## src/rtl/sample_path_pkg.sv

```systemverilog
// Shared definitions for the sample path arbiter.
//   DW        : default sample word width
//   state_e   : arbiter FSM state encoding (IDLE=0, GRANT=1)
//   idx_width : width of a requester index for n requesters (at least 1 bit)
package sample_path_pkg;

  localparam int unsigned DW = 16;

  typedef enum logic {
    IDLE  = 1'b0,
    GRANT = 1'b1
  } state_e;

  function automatic int unsigned idx_width(input int unsigned n);
    return (n <= 2) ? 1 : $clog2(n);
  endfunction

endpackage

```

## src/rtl/rr_pick.sv

```systemverilog
// Combinational round-robin picker.
//   req  : request vector, one bit per requester
//   last : index of the requester granted most recently
//   any  : at least one request is pending
//   idx  : first requesting index found searching from last+1 (mod N_REQ)
module rr_pick
  import sample_path_pkg::*;
#(
  parameter  int unsigned N_REQ = 2,
  localparam int unsigned IW    = idx_width(N_REQ)
) (
  input  logic [N_REQ-1:0] req,
  input  logic [IW-1:0]    last,
  output logic             any,
  output logic [IW-1:0]    idx
);

  logic [IW-1:0] cand;

  always_comb begin
    any  = |req;
    idx  = '0;
    cand = '0;
    // Walk from the farthest position back to last+1 so the nearest
    // requester after `last` is the one left in idx.
    for (int unsigned k = N_REQ; k >= 1; k--) begin
      cand = IW'((32'(last) + k) % N_REQ);
      if (req[cand]) idx = cand;
    end
  end

endmodule

```

## src/rtl/sample_path_arbiter.sv

```systemverilog
// Round-robin arbiter sharing one registered sample path among N_REQ sources.
//   clk, rst   : clock, synchronous active-high reset
//   req_valid  : per-requester word offered
//   req_data   : per-requester word, requester i in [i*DW +: DW]
//   req_last   : per-requester end-of-burst marker
//   req_ready  : per-requester word accepted (with req_valid)
//   out_valid  : out_data holds a word
//   out_data   : forwarded word
//   out_src    : requester index that produced out_data
//   out_last   : out_data ends its grant (last flag or BURST_MAX reached)
//   out_ready  : sink accepts on out_valid & out_ready
//   busy       : a requester currently owns the path
module sample_path_arbiter
  import sample_path_pkg::*;
#(
  parameter  int unsigned N_REQ     = 2,
  parameter  int unsigned DW        = sample_path_pkg::DW,
  parameter  int unsigned BURST_MAX = 8,
  localparam int unsigned IW        = idx_width(N_REQ),
  localparam int unsigned CW        = $clog2(BURST_MAX + 1)
) (
  input  logic              clk,
  input  logic              rst,
  input  logic [N_REQ-1:0]    req_valid,
  input  logic [N_REQ*DW-1:0] req_data,
  input  logic [N_REQ-1:0]    req_last,
  output logic [N_REQ-1:0]    req_ready,
  output logic              out_valid,
  output logic [DW-1:0]     out_data,
  output logic [IW-1:0]     out_src,
  output logic              out_last,
  input  logic              out_ready,
  output logic              busy
);

  state_e        state_q, state_d;
  logic [IW-1:0] grant_q;
  logic [IW-1:0] last_grant_q;
  logic [CW-1:0] cnt_q;
  logic          out_valid_q;
  logic [DW-1:0] out_data_q;
  logic [IW-1:0] out_src_q;
  logic          out_last_q;

  logic          pick_any;
  logic [IW-1:0] pick_idx;
  logic          slot_free;
  logic          accept;
  logic          word_last;

  rr_pick #(
    .N_REQ(N_REQ)
  ) u_pick (
    .req (req_valid),
    .last(last_grant_q),
    .any (pick_any),
    .idx (pick_idx)
  );

  // Output stage can take a word if empty or being drained this cycle.
  assign slot_free = ~out_valid_q | out_ready;
  assign accept    = (state_q == GRANT) & req_valid[grant_q] & slot_free;
  assign word_last = req_last[grant_q] | (cnt_q == CW'(BURST_MAX - 1));

  always_ff @(posedge clk) begin
    if (rst) state_q <= IDLE;
    else     state_q <= state_d;
  end

  always_comb begin
    state_d = state_q;
    unique case (state_q)
      IDLE:    if (pick_any) state_d = GRANT;
      GRANT:   if (accept && word_last) state_d = IDLE;
      default: state_d = IDLE;
    endcase
  end

  always_comb begin
    req_ready = '0;
    busy      = (state_q == GRANT);
    if (state_q == GRANT) req_ready[grant_q] = slot_free;
  end

  always_ff @(posedge clk) begin
    if (rst) begin
      grant_q      <= '0;
      last_grant_q <= IW'(N_REQ - 1);
      cnt_q        <= '0;
      out_valid_q  <= 1'b0;
      out_data_q   <= '0;
      out_src_q    <= '0;
      out_last_q   <= 1'b0;
    end else begin
      if (state_q == IDLE && pick_any) grant_q <= pick_idx;
      if (accept) begin
        out_data_q  <= req_data[32'(grant_q)*DW +: DW];
        out_src_q   <= grant_q;
        out_valid_q <= 1'b1;
        out_last_q  <= word_last;
        if (word_last) begin
          cnt_q        <= '0;
          last_grant_q <= grant_q;
        end else begin
          cnt_q <= cnt_q + 1'b1;
        end
      end else if (out_ready) begin
        out_valid_q <= 1'b0;
      end
    end
  end

  assign out_valid = out_valid_q;
  assign out_data  = out_data_q;
  assign out_src   = out_src_q;
  assign out_last  = out_last_q;

endmodule

```

## config.mk

```make
export PLATFORM = sky130hd
export DESIGN_NAME = sample_path_arbiter
export DESIGN_NICKNAME = d
export VERILOG_FILES = /design/src/rtl/sample_path_pkg.sv /design/src/rtl/rr_pick.sv /design/src/rtl/sample_path_arbiter.sv
export SDC_FILE = /design/constraint.sdc
export NUM_CORES = 1
export LEC_CHECK = 0
export CAP_MARGIN = 25
export CORE_AREA = 4 4 69 55
export CTS_BUF_LIST = sky130_fd_sc_hd__clkbuf_16
export DETAILED_ROUTE_END_ITERATION = 6
export DIE_AREA = 0 0 73 59
export HOLD_SLACK_MARGIN = 0.02
export PLACE_DENSITY = 0.81
export SLEW_MARGIN = 20
export SYNTH_ARGS = -nofsm -noshare
export SYNTH_HDL_FRONTEND = slang
export SYNTH_SLANG_ARGS = --single-unit
```

## constraint.sdc

```tcl
create_clock -name clk -period 2.4 [get_ports clk]
set_input_delay 0.24 -clock clk [delete_from_list [all_inputs] [get_ports clk]]
set_output_delay 0.24 -clock clk [all_outputs]
set_load 0.1 [all_outputs]
```

After elaboration in Yosys (flattened, before gate mapping) --
Index checks and enable logic that the tools add are counted.
Storage, ports and cells: bits in latches 0, bits in read-only memories 0, memories kept 0, logic and storage cells 49, bits of input ports 39, bits in registers 26, memory bits (writable) 0
Cells by class: $mul 0, muxes and demuxes 19, divide/modulo/power cells 0, equal/unequal tests 1, reduce and logical (&&, ||, !) cells 6, bitwise operators 7, shifts and indexed selects 1, add/sub/neg operators 3, $lt $le $gt $ge 4
Operators by type and width (number):
- $shiftx 32x6->16 | 1
- $mux 1 | 15
- $lt 1x2->1 const B | 3
- $add 4x1->4 const B | 1
- $eq 4x3->1 const B | 1
- $mux 4 | 1
- $logic_and 1x1->1 | 3
- $add 1x1->1 const B | 2
- $and 1x1->1 | 2
- $and 2x2->2 | 1
- $mux 2 | 1
- $not 1->1 | 2
- $or 1x1->1 | 2
- $pmux 1 s2 | 1
- $reduce_and 2->1 | 1
- $reduce_bool 2->1 | 1
- $reduce_or 2->1 | 1
- $demux 1 s1 | 1
- $ge 1x1->1 const B | 1

Depth between registers and ports, before layout --
Gate-level depths: netlist of run 1.
depth in word-level cells 7, gate-level depth with buffers 7

Cells and area by module --
Synthesis of run 1 repeated with hierarchy kept, for this count alone.
Second synthesis, totals: cell total of the unflattened synthesis 128, area, all modules 1283.7 µm²
By module, submodules not included:
- sample_path_arbiter | area an instance 1270.0 µm², times used 1, cells an instance 126, sequential area each 520.5 µm²
- rr_pick | area an instance 13.8 µm², times used 1, cells an instance 2, sequential area each 0.0 µm²

Worst setup path after synthesis of run 1 --
Ideal clock, no wire load.
kind flip-flop to output port, from reg state_q, in the netlist busy, to out req_ready[0], data arrival time 2.413 ns, cell stages (with the launch flop) 3, data required time 2.160 ns, path slack -0.253 ns, cell sequence dfxtp_1 -> nand2_1 -> nor2_1
On the way: word-level cells in the longest chain between the ends 1
RTL lines:
- from (decl) | RTL line sample_path_arbiter.sv:36 | state_e state_q, state_d;
- from (signal assigned) | RTL line sample_path_arbiter.sv:67 | else state_q <= state_d;
- $mux 2 | RTL line sample_path_arbiter.sv:82 | if (state_q == GRANT) req_ready[grant_q] = slot_free;
- to (decl) | RTL line sample_path_arbiter.sv:27 | output logic [N_REQ-1:0] req_ready,
No other way between the ends.

Worst setup path after layout of run 1 --
from reg grant_q, to out req_ready[1]
On the way: word-level cells in the longest chain between the ends 6
RTL lines:
- from (decl) | RTL line sample_path_arbiter.sv:37 | logic [IW-1:0] grant_q;
- from (signal assigned) | RTL line sample_path_arbiter.sv:95 | if (state_q == IDLE && pick_any) grant_q <= pick_idx;
- $lt 1x2->1 (not written as such) or $ge 1x1->1 (tied branches) | RTL line sample_path_arbiter.sv:82
- $logic_and 1x1->1 (not written as such) | RTL line sample_path_arbiter.sv:82
- $mux 1 (not written as such) | RTL line sample_path_arbiter.sv:82
- $demux 1 s1 (*) | RTL line sample_path_arbiter.sv:82
- $and 2x2->2 (no line) (*)
- $mux 2 (*) | RTL line sample_path_arbiter.sv:82
Mark *: on every way between the ends. The rest lies on a longest branch, timed or not.

==> results.md, run 1 <==
- Worst Path Required: 2.16 ns
- Cell accounting for the most synthesized area: dfxtp_1
- Rel. slew slack: 67.4%
- Initial Util: 40.7%
- Max FO, Critical Path: 15
- HP Class: register to register
- Async set-or-reset flop fraction in the synthesized netlist: 0%
- Peak supply drop: 381 uV
- Clock transition at path regs: 0.06 ns
- Starting DRT DRC Count: 40
- Num CTS Buffers: 3
- Clk_skew: 0.00293 ns
- CP Capture Type: primary output
- Synth warn: 0
- Critical-path cell list: buf_4, and3_1, buf_12
- Synth Area per Inst: 10.1 sq um
- Congestion Overflow GR: 0
- Slowest CP cell: dfxtp_1
- Initial antenna violation count: 0
- Setup Buffers After CTS: 0
- Cts repair resizes: 0
- Achievable clock frequency: 0.523 GHz
- EDFF count, synth: 0
- Core area: 0.00318 sq mm
- DR pass1 iterations: 4
- Number of global-route vias before repair: 1142
- Nets: 226
- # hold bufs at CTS: 0
- Die H: 59 microns
- Die X: 73 microns
- Slew Limit Fails: 0
- Post-Layout Inst Area: 0.00194 sq mm
- # setup viols final: 0
- Power density over the cells: 680 mW/mm^2
- Drt wl/cell: 14.2 microns
- Antenna diodes: 0
- Reg-to-Reg Start: grant_q
- Register area: 520 sq um
- Hold Fails Final Rpt: 0
- Final Hold Slack: 0.483 ns
- Root Buffer: clkbuf_16
- Clock sink total: 26
- Post-route DRC: 0
- Synth top area share: 40.2%
- # fillers: 259
- Top-count cell post-synth: dfxtp_1
- Hold Crit Depth: 2
- Final period utilization: 79.7%
- WHS Endpoint: cnt_q[1]
- Post-Synthesis Cells: 128
- Worst reg2reg path depth: 4
- Clock Path Buffers: 2
- R2r setup slk: 0.56 ns
- Clk_lat worst skew: 0.25 ns
- Vias per std cell: 5.14
- Share of layout cells above drive strength 1: 27.2%
- Maximum number of pins on one net before global-route repair: 39
- Gr usage total: 15.2%
- Slew of the pin with the lowest slew margin: 0.488 ns
- Final Util: 61.2%
- Post-synthesis cell type count: 25
- PortBufs: 60
- Sequential share of the synthesized area: 40.2%
- First-pass GRT wire length: 5.06 mm
- RePlAce Congestion: 0.841
- HP Start: cnt_q[1]
- Max incr delay on CP: 0.62 ns
- Max-cap violations: 0
- Top_reg_cell synth: dfxtp_1
- Outcome: finished clean
- Worst EP arrival: 1.67 ns
- Detailed Place HPWL: 2.40 mm
- RR Endpoint: out_data[7]
- Setup_tns: 0 ns
- Die area: 0.00431 sq mm
- Tmin final: 1.91 ns
- Final ANT Viol Nets: 0
- Register bit total from synthesis: 26
- Ranking of synthesized cells by area: dfxtp_1 (40%), a211oi_2 (16%), mux2i_1 (12%), nor2_1 (6.1%), buf_6 (3.5%)
- Area of the multi-input gates: 698 sq um
- CTS tree: yes
- Via count: 1152
- Syn_nets: 168
- Startpoint Class: register
- Final total power: 1320 uW
- Final WL: 3.19 mm
- # IOs: 61
- Standard-cell rows: 18
- Synth cell count leaders: dfxtp_1 (26), nor2_1 (21), a211oi_2 (17)
- Synth-to-layout area growth: 50.3%
- Placement Cell Area: 0.00187 sq mm
- Mapped Area: 0.00129 sq mm
- H-tree levels: 1
- Leak Pwr: 0.000725 uW
- Worst Path Class, Setup: register to primary output
- RSZ-0062 raised after global routing: no
==> layer usage <==
| metal | GRT usage (%) | wire (microns) | vias up |
|---|---|---|---|
| li1 | - | - | 572 |
| met1 | 18.2 | 1340 | 518 |
| met2 | 24.8 | 1480 | 55 |
| met3 | 4.41 | 315 | 7 |
| met4 | 7.37 | 54 | 0 |
| met5 | 0 | 0 | - |
==> power breakdown <==
group | switching [uW] | total, uW | internal [uW]
sequential | 24.7 | 488 | 463
clock | 133 | 353 | 220
combinational | 322 | 480 | 158
total | 480 | 1320 | 841
==> registers in the layout, summed over array words and instances (netlist names) <==
name,count
cnt_q,4
out_valid,1
grant_q,1
busy,1
out_src,1
out_data,16
last_grant_q,1
out_last,1
==> worst max-delay path, delay by kind of cell (launching register included) <==
family / cells / cell delay [ns]
DFF: 1 / 0.62
and+or+nand+nor: 1 / 0.25
buffers and inverters: 2 / 0.54
==> layout by cell type, fill, tap and decap left out, drive strengths merged <==
cell           instances
nand2                  7
a21oi                  6
nand3                  2
o21ai                  3
o21a                   1
nor3                   2
ha                     1
o41ai                  1
a211oi                17
and3                   3
mux2i                 16
mux2                   2
clkbuf                 3
nand3b                 2
nor2b                  1
nand2b                 2
inv                    2
clkdlybuf4s50         38
buf                   25
nand4                  1
nor2                  21
a211o                  1
a31oi                  1
dfxtp                 26
==> how the worst max path moves through the flow <==
stage                       from           end  slack [ns]  cells past startpoint
floorplan                   busy  req_ready[0]        0.16                      2
global placement    req_valid[0]   out_data[1]        0.63                      5
detailed placement  req_valid[0]      cnt_q[3]        0.51                      5
CTS                      grant_q  req_ready[1]        0.46                      3
global route             grant_q  req_ready[1]        0.40                      3
finish                   grant_q  req_ready[1]        0.49                      3
==> metrics by stage <==
step | std cells | setup WS [ns]
after global placement | 221 | 0.625
after detailed placement | 221 | 0.506
after CTS | 224 | 0.459
after floorplan | 128 | 0.164
after global routing | 224 | 0.397
final | 224 | 0.487
==> layout make-up <==
cell class / count / share of cell area (%)
inverter: 2 / 0.386
multi-input combinational: 90 / 35.9
sequential: 26 / 26.8
tap: 40 / 2.57
clock buffer: 3 / 3.86
timing repair buffer: 63 / 30.5
==> cell families (layout without fill, tap and decap cells) <==
logic type,count (synthesis),after routing,share of synthesized area (%)
buffers and inverters,12,68,6.00
AND/OR/NAND/NOR,41,41,14.6
flip-flops,26,26,40.2
adder cells (fa/ha/maj),1,1,0.967
AO/OA/AOI/OAI,30,30,23.5
multiplexers,18,18,14.7
Power figures use the tool's default switching activity.
==> inputs of run 2 (changes only) <==
Settings changed: CORE_AREA 4 4 69 55 to 4 4 71 57, DIE_AREA 0 0 73 59 to 0 0 75 61, PLACE_DENSITY 0.81 to 0.76.
Clock period 2.4 ns to 1.85 ns, I/O delays scaled along.
==> run 2 against run 1 <==
Compared with the run above:
- first-iteration DRC count is 2.5% lower
- utilization is 0.12 points lower
- non-clock buffer count stayed put
- sequential cell count stayed put
- clock power is 76% higher
- critical path type unchanged
==> results.md, run 2 (synthesized netlist as in run 1, its figures left out) <==
- CP Launch Point: grant_q (unchanged)
- CP Capture Type: primary output (unchanged)
- Starting DRT DRC Count: 39 (was 40)
- R2r setup slk: 0.30 ns (was 0.56 ns)
- Post-route DRC: 0 (unchanged)
- HP Class: register to register (unchanged)
- Final Util: 61.1% (was 61.2%)
- Clock Path Buffers: 2 (unchanged)
- Clock sink total: 26 (unchanged)
- Worst EP arrival: 1.46 ns (was 1.67 ns)
- Non-filler cells, final: 225 (was 224)
- Detailed Place HPWL: 2.45 mm (was 2.40 mm)
- Cts repair resizes: 0 (unchanged)
- Via count: 1129 (was 1152)
- Maximum number of pins on one net before global-route repair: 39 (unchanged)
- # hold bufs at CTS: 0 (unchanged)
- Vias per std cell: 5.02 (was 5.14)
- Num CTS Buffers: 3 (unchanged)
- Max reg flops: 16 (unchanged)
- Initial antenna violation count: 0 (unchanged)
- HP Start: out_src (was cnt_q[1])
- Leak Pwr: 0.000745 uW (was 0.000725 uW)
- Peak supply drop: 568 uV (was 381 uV)
- Antenna diodes: 0 (unchanged)
- WHS Endpoint: out_src (was cnt_q[1])
- Slew of the pin with the lowest slew margin: 0.484 ns (was 0.488 ns)
- Standard-cell rows: 18 (unchanged)
- Clk_lat worst skew: 0.26 ns (was 0.25 ns)
- Tmin final: 1.65 ns
- Clk_skew: 0.00233 ns (was 0.00293 ns)
- Nets: 226 (unchanged)
- Rel. slew slack: 67.7% (was 67.4%)
- Number of global-route vias before repair: 1086 (was 1142)
- Outcome: finished clean (unchanged)
- # IOs: 61 (unchanged)
- RR Endpoint: out_data[4] (was out_data[7])
- Congestion Overflow GR: 0 (unchanged)
- Leading cell type in the layout, fill and taps excluded: clkdlybuf4s50_1 (unchanged)
- Clock transition at path regs: 0.06 ns (about the same)
- Synth-to-layout area growth: 54.3% (was 50.3%)
- Drt wl/cell: 14.3 microns (was 14.2 microns)
- Share of layout cells above drive strength 1: 29.2% (was 27.2%)
- Worst Path Class, Setup: register to primary output (unchanged)
- Slew Limit Fails: 0 (unchanged)
- Hold Fails Final Rpt: 0 (unchanged)
- Worst reg2reg path depth: 4 (unchanged)
- Die area: 0.00458 sq mm (was 0.00431 sq mm)
- Achievable clock frequency: 0.607 GHz
- Power density over the cells: 944 mW/mm^2 (was 680 mW/mm^2)
- Max-cap violations: 0 (unchanged)
- Hold Crit Depth: 2 (unchanged)
- RePlAce Congestion: 0.729 (was 0.841)
- Die H: 61 microns (was 59 microns)
- CTS tree: yes (unchanged)
- Die X: 75 microns (was 73 microns)
- Final ANT Viol Nets: 0 (unchanged)
- H-tree levels: 1 (unchanged)
- Setup Buffers After CTS: 0 (unchanged)
- Placed Cells: 221 (unchanged)
- Worst Path Required: 1.66 ns (was 2.16 ns)
- Core area: 0.00327 sq mm (was 0.00318 sq mm)
- Final period utilization: 89.1%
- Final WL: 3.22 mm (was 3.19 mm)
- RSZ-0062 raised after global routing: no (unchanged)
- First-pass GRT wire length: 5.20 mm (was 5.06 mm)
- Root Buffer: clkbuf_16 (unchanged)
- Reg-to-Reg Start: grant_q (unchanged)
- Startpoint Class: register (unchanged)
- Initial Util: 39.6% (was 40.7%)
- Most frequent cells in the layout: clkdlybuf4s50_1 (38), dfxtp_1 (24), buf_4 (22) (was clkdlybuf4s50_1 (38), dfxtp_1 (26), buf_4 (23))
- Gr usage total: 15.3% (was 15.2%)
- # setup viols final: 0 (unchanged)
- PortBufs: 60 (unchanged)
- Max FO, Critical Path: 21 (was 15)
- DR pass1 iterations: 4 (unchanged)
==> run 2: changes by cell type in the layout (fill, tap and decap cells not counted), sizes merged <==
cell / change
bufinv: +1
==> run 2: critical path, stage by stage, from the launching register on <==
cell,delay (ns)
dfxtp_1,0.40
buf_4,0.35
and3_2,0.28
buf_12,0.17
==> run 2: routing by layer <==
layer / global-route usage [%] / routed length, microns / share of wire (%)
met5: 0 / 0 / 0
met4: 3.81 / 10 / 0.31
met3: 5.79 / 272 / 8.5
met2: 25.9 / 1560 / 48
met1: 18.3 / 1370 / 43
==> run 2: metrics by stage <==
step / TNS (ns) / setup WS, ns / cell area (sq um) / hold WS [ns] / power (uW)
after floorplan: 0 / 0.243 / 1310 / 0.348 / 1100
after global placement: 0 / 0.102 / 1890 / 0.447 / 1270
after detailed placement: -0.0208 / -0.0208 / 1890 / 0.455 / 1280
after CTS: 0 / 0.187 / 2000 / 0.465 / 1910
after global routing: 0 / 0.139 / 2000 / 0.484 / 1960
final: 0 / 0.202 / 2000 / 0.461 / 1880
==> run 2: power breakdown <==
part	leakage, uW	total, uW	switching, uW	internal (uW)
Sequential	0.000214	627	25.7	601
Combinational	0.000480	636	427	209
Clock	0.0000511	620	190	430
==> run 2: area by class of cell <==
| type | instances | area [sq um] |
|---|---|---|
| clock buffer | 3 | 75.1 |
| clock inverter | 1 | 30.0 |
| fill | 268 | 1270 |
| inverter | 2 | 7.51 |
| multi-input combinational | 90 | 704 |
| sequential | 26 | 523 |
| tap | 40 | 50.0 |
| timing repair buffer | 63 | 606 |
==> run 2: how the worst max path moves through the flow <==
stage / endpoint / slack, ns / depth (start not counted)
final: req_ready[1] / 0.20 / 3
after CTS: req_ready[1] / 0.19 / 3
after global placement: cnt_q[3] / 0.10 / 5
after global routing: req_ready[1] / 0.14 / 3
after detailed placement: out_data[4] / -0.02 / 5
after floorplan: last_grant_q / 0.24 / 3
==> inputs of run 3 (changes only) <==
Settings changed: GPL_TIMING_DRIVEN set to 0.
==> run 3 against run 2 <==
Compared with the run above:
- register-to-register slack got worse by 0.08 ns
- critical endpoint is now req_ready[0]
- largest cell class unchanged
- highest routed layer unchanged
- first-iteration DRC count rose to 3.3 times the previous value
- non-clock buffer count rose by 5
- critical path type is now input port to primary output
==> results.md, run 3 (synthesized netlist as in run 1, its figures left out) <==
- Outcome: finished clean (unchanged)
- Worst reg2reg path depth: 5 (was 4)
- Clock sink total: 26 (unchanged)
- Nets: 231 (was 226)
- RR Endpoint: last_grant_q (was out_data[4])
- Flop pwr share: 35.9% (was 33.3%)
- RSZ-0062 raised after global routing: no (unchanged)
- Worst Path Class, Setup: input port to primary output (was register to primary output)
- Max FO, Critical Path: 5 (was 21)
- WHS Endpoint: out_data[8] (was out_src)
- Synth-to-layout area growth: 54.4% (was 54.3%)
- Switching Share: 37.5% (was 34.1%)
- Final period utilization: 94.5% (was 89.1%)
- Die area: 0.00458 sq mm (unchanged)
- Final Util: 61.2% (was 61.1%)
- Final ANT Viol Nets: 0 (unchanged)
- Clock transition at path regs: 0.06 ns (about the same)
- Non-filler cells, final: 230 (was 225)
- # fillers: 273 (was 268)
- Max reg flops: 16 (unchanged)
- Max incr delay on CP: 0.55 ns (was 0.40 ns)
- Most frequent cells in the layout: clkdlybuf4s50_1 (37), dfxtp_1 (24), nor2_1 (20), dlygate4sd2_1 (20), a211oi_2 (17) (was clkdlybuf4s50_1 (38), dfxtp_1 (24), buf_4 (22))
- HP Start: rst (was out_src)
- CTS tree: yes (unchanged)
- Gr usage total: 17.2% (was 15.3%)
- CP Capture Type: primary output (unchanged)
- Maximum number of pins on one net before global-route repair: 15 (was 39)
- Clk_lat worst skew: 0.26 ns (about the same)
- Slowest CP cell: clkdlybuf4s15_2 (was dfxtp_1)
- Congestion Overflow GR: 0 (unchanged)
- Leading cell type in the layout, fill and taps excluded: clkdlybuf4s50_1 (unchanged)
- Placed Cells: 227 (was 221)
- Initial antenna violation count: 0 (unchanged)
- Post-route DRC: 0 (unchanged)
- R2r setup slk: 0.22 ns (was 0.30 ns)
- Area of the multi-input gates: 704 sq um (unchanged)
- # setup viols final: 0 (unchanged)
- Power density over the cells: 869 mW/mm^2 (was 944 mW/mm^2)
- Starting DRT DRC Count: 130 (was 39)
- Initial Util: 39.6% (unchanged)
- Rel. slew slack: 34.5% (was 67.7%)
- Core area: 0.00327 sq mm (unchanged)
- Worst EP arrival: 1.56 ns (was 1.46 ns)
- Worst Path Required: 1.66 ns (about the same)
- Combinational Power Share: 36.2% (was 33.8%)
- Via count: 1200 (was 1129)
- Max-cap violations: 0 (unchanged)
- Clock share of power: 27.9% (was 32.9%)
- Die X: 75 microns (unchanged)
- Hold Crit Depth: 2 (unchanged)
- Slew of the pin with the lowest slew margin: 0.986 ns (was 0.484 ns)
- Register area: 523 sq um (unchanged)
- Standard-cell rows: 18 (unchanged)
- Num CTS Buffers: 3 (unchanged)
- # IOs: 61 (unchanged)
- CP Launch Point: out_ready (was grant_q)
- Post-Layout Inst Area: 0.00200 sq mm (about the same)
- Antenna diodes: 0 (unchanged)
- Clk_skew: 0.00323 ns (was 0.00233 ns)
- HP Class: input port to register (was register to register)
- Hold Fails Final Rpt: 0 (unchanged)
- Vias per std cell: 5.22 (was 5.02)
- Number of global-route vias before repair: 1288 (was 1086)
- Critical-path cell list: clkdlybuf4s50_1, nand2b_1, nand2_1, nor2_4, clkdlybuf4s15_2 (was buf_4, and3_2, buf_12)
- First-pass GRT wire length: 6.05 mm (was 5.20 mm)
- Achievable clock frequency: 0.572 GHz (was 0.607 GHz)
- Die H: 61 microns (unchanged)
- Final WL: 3.61 mm (was 3.22 mm)
- Clock Path Buffers: 2 (unchanged)
- Root Buffer: clkbuf_16 (unchanged)
- Int Pwr: 1090 uW (was 1240 uW)
- RePlAce Congestion: 0.750 (was 0.729)
- Startpoint Class: input port (was register)
- Leak Pwr: 0.000781 uW (was 0.000745 uW)
- Reg-to-Reg Start: grant_q (unchanged)
- Drt wl/cell: 15.7 microns (was 14.3 microns)
- Detailed Place HPWL: 2.85 mm (was 2.45 mm)
- Placement Cell Area: 0.00195 sq mm (was 0.00189 sq mm)
- Slew Limit Fails: 0 (unchanged)
- PortBufs: 59 (was 60)
- Tmin final: 1.75 ns (was 1.65 ns)
- H-tree levels: 1 (unchanged)
- DR pass1 iterations: 4 (unchanged)
- Share of layout cells above drive strength 1: 18.9% (was 29.2%)
- Setup Buffers After CTS: 0 (unchanged)
- Peak supply drop: 643 uV (was 568 uV)
- Switching power: 652 uW (was 643 uW)
## run 3: how the worst max path moves through the flow
stage	end	slack, ns
5_1_grt	req_ready[0]	0.04
2_1_floorplan	last_grant_q	0.24
6_report	req_ready[0]	0.10
3_5_place_dp	req_ready[1]	-0.71
4_1_cts	req_ready[0]	0.09
3_3_place_gp	req_ready[1]	-0.68
## run 3: stage by stage
stage	power, uW	TNS (ns)	hold WS [ns]	worst slack [ns]
3_5_place_dp	1290	-1.19	0.452	-0.712
3_3_place_gp	1280	-1.15	0.445	-0.675
2_1_floorplan	1100	0	0.348	0.243
5_1_grt	1810	0	0.403	0.0443
4_1_cts	1750	0	0.365	0.0898
6_report	1740	0	0.372	0.103
## run 3: timing repair
item / 4_1_cts / 5_1_grt
hold buffers: 0 / 0
endpoints found under the setup margin: 22 / 0
gates resized for setup: 26 / 0
## run 3: power by group through the flow
| stage | logic (uW) | clock network [uW] | registers (uW) |
|---|---|---|---|
| after detailed placement | 658 | 0 | 637 |
| after global routing | 660 | 517 | 629 |
| after CTS | 633 | 494 | 624 |
| final | 629 | 484 | 624 |
| after floorplan | 207 | 0 | 892 |
| after global placement | 646 | 0 | 635 |
## run 3: per-layer routing
layer	up-vias	track usage, %	share of wire, %
met5	-	0	0
li1	580	-	-
met2	43	31.6	51
met4	0	3.05	0.75
met1	572	20.2	41
met3	5	4.97	7.2
## run 3: worst max-delay path: cells and delay by family
family	cells	cell delay, ns
AND/OR/NAND/NOR	3	0.37
buffers and inverters	2	1.00
## run 3: area by class of cell
class	count	share of cell area, %
timing repair buffer	59	28.4
multi-input combinational	90	35.3
tap	40	2.50
sequential	26	26.2
inverter	2	0.376
clock buffer	3	3.76
buffer	9	3.32
clock inverter	1	0.188
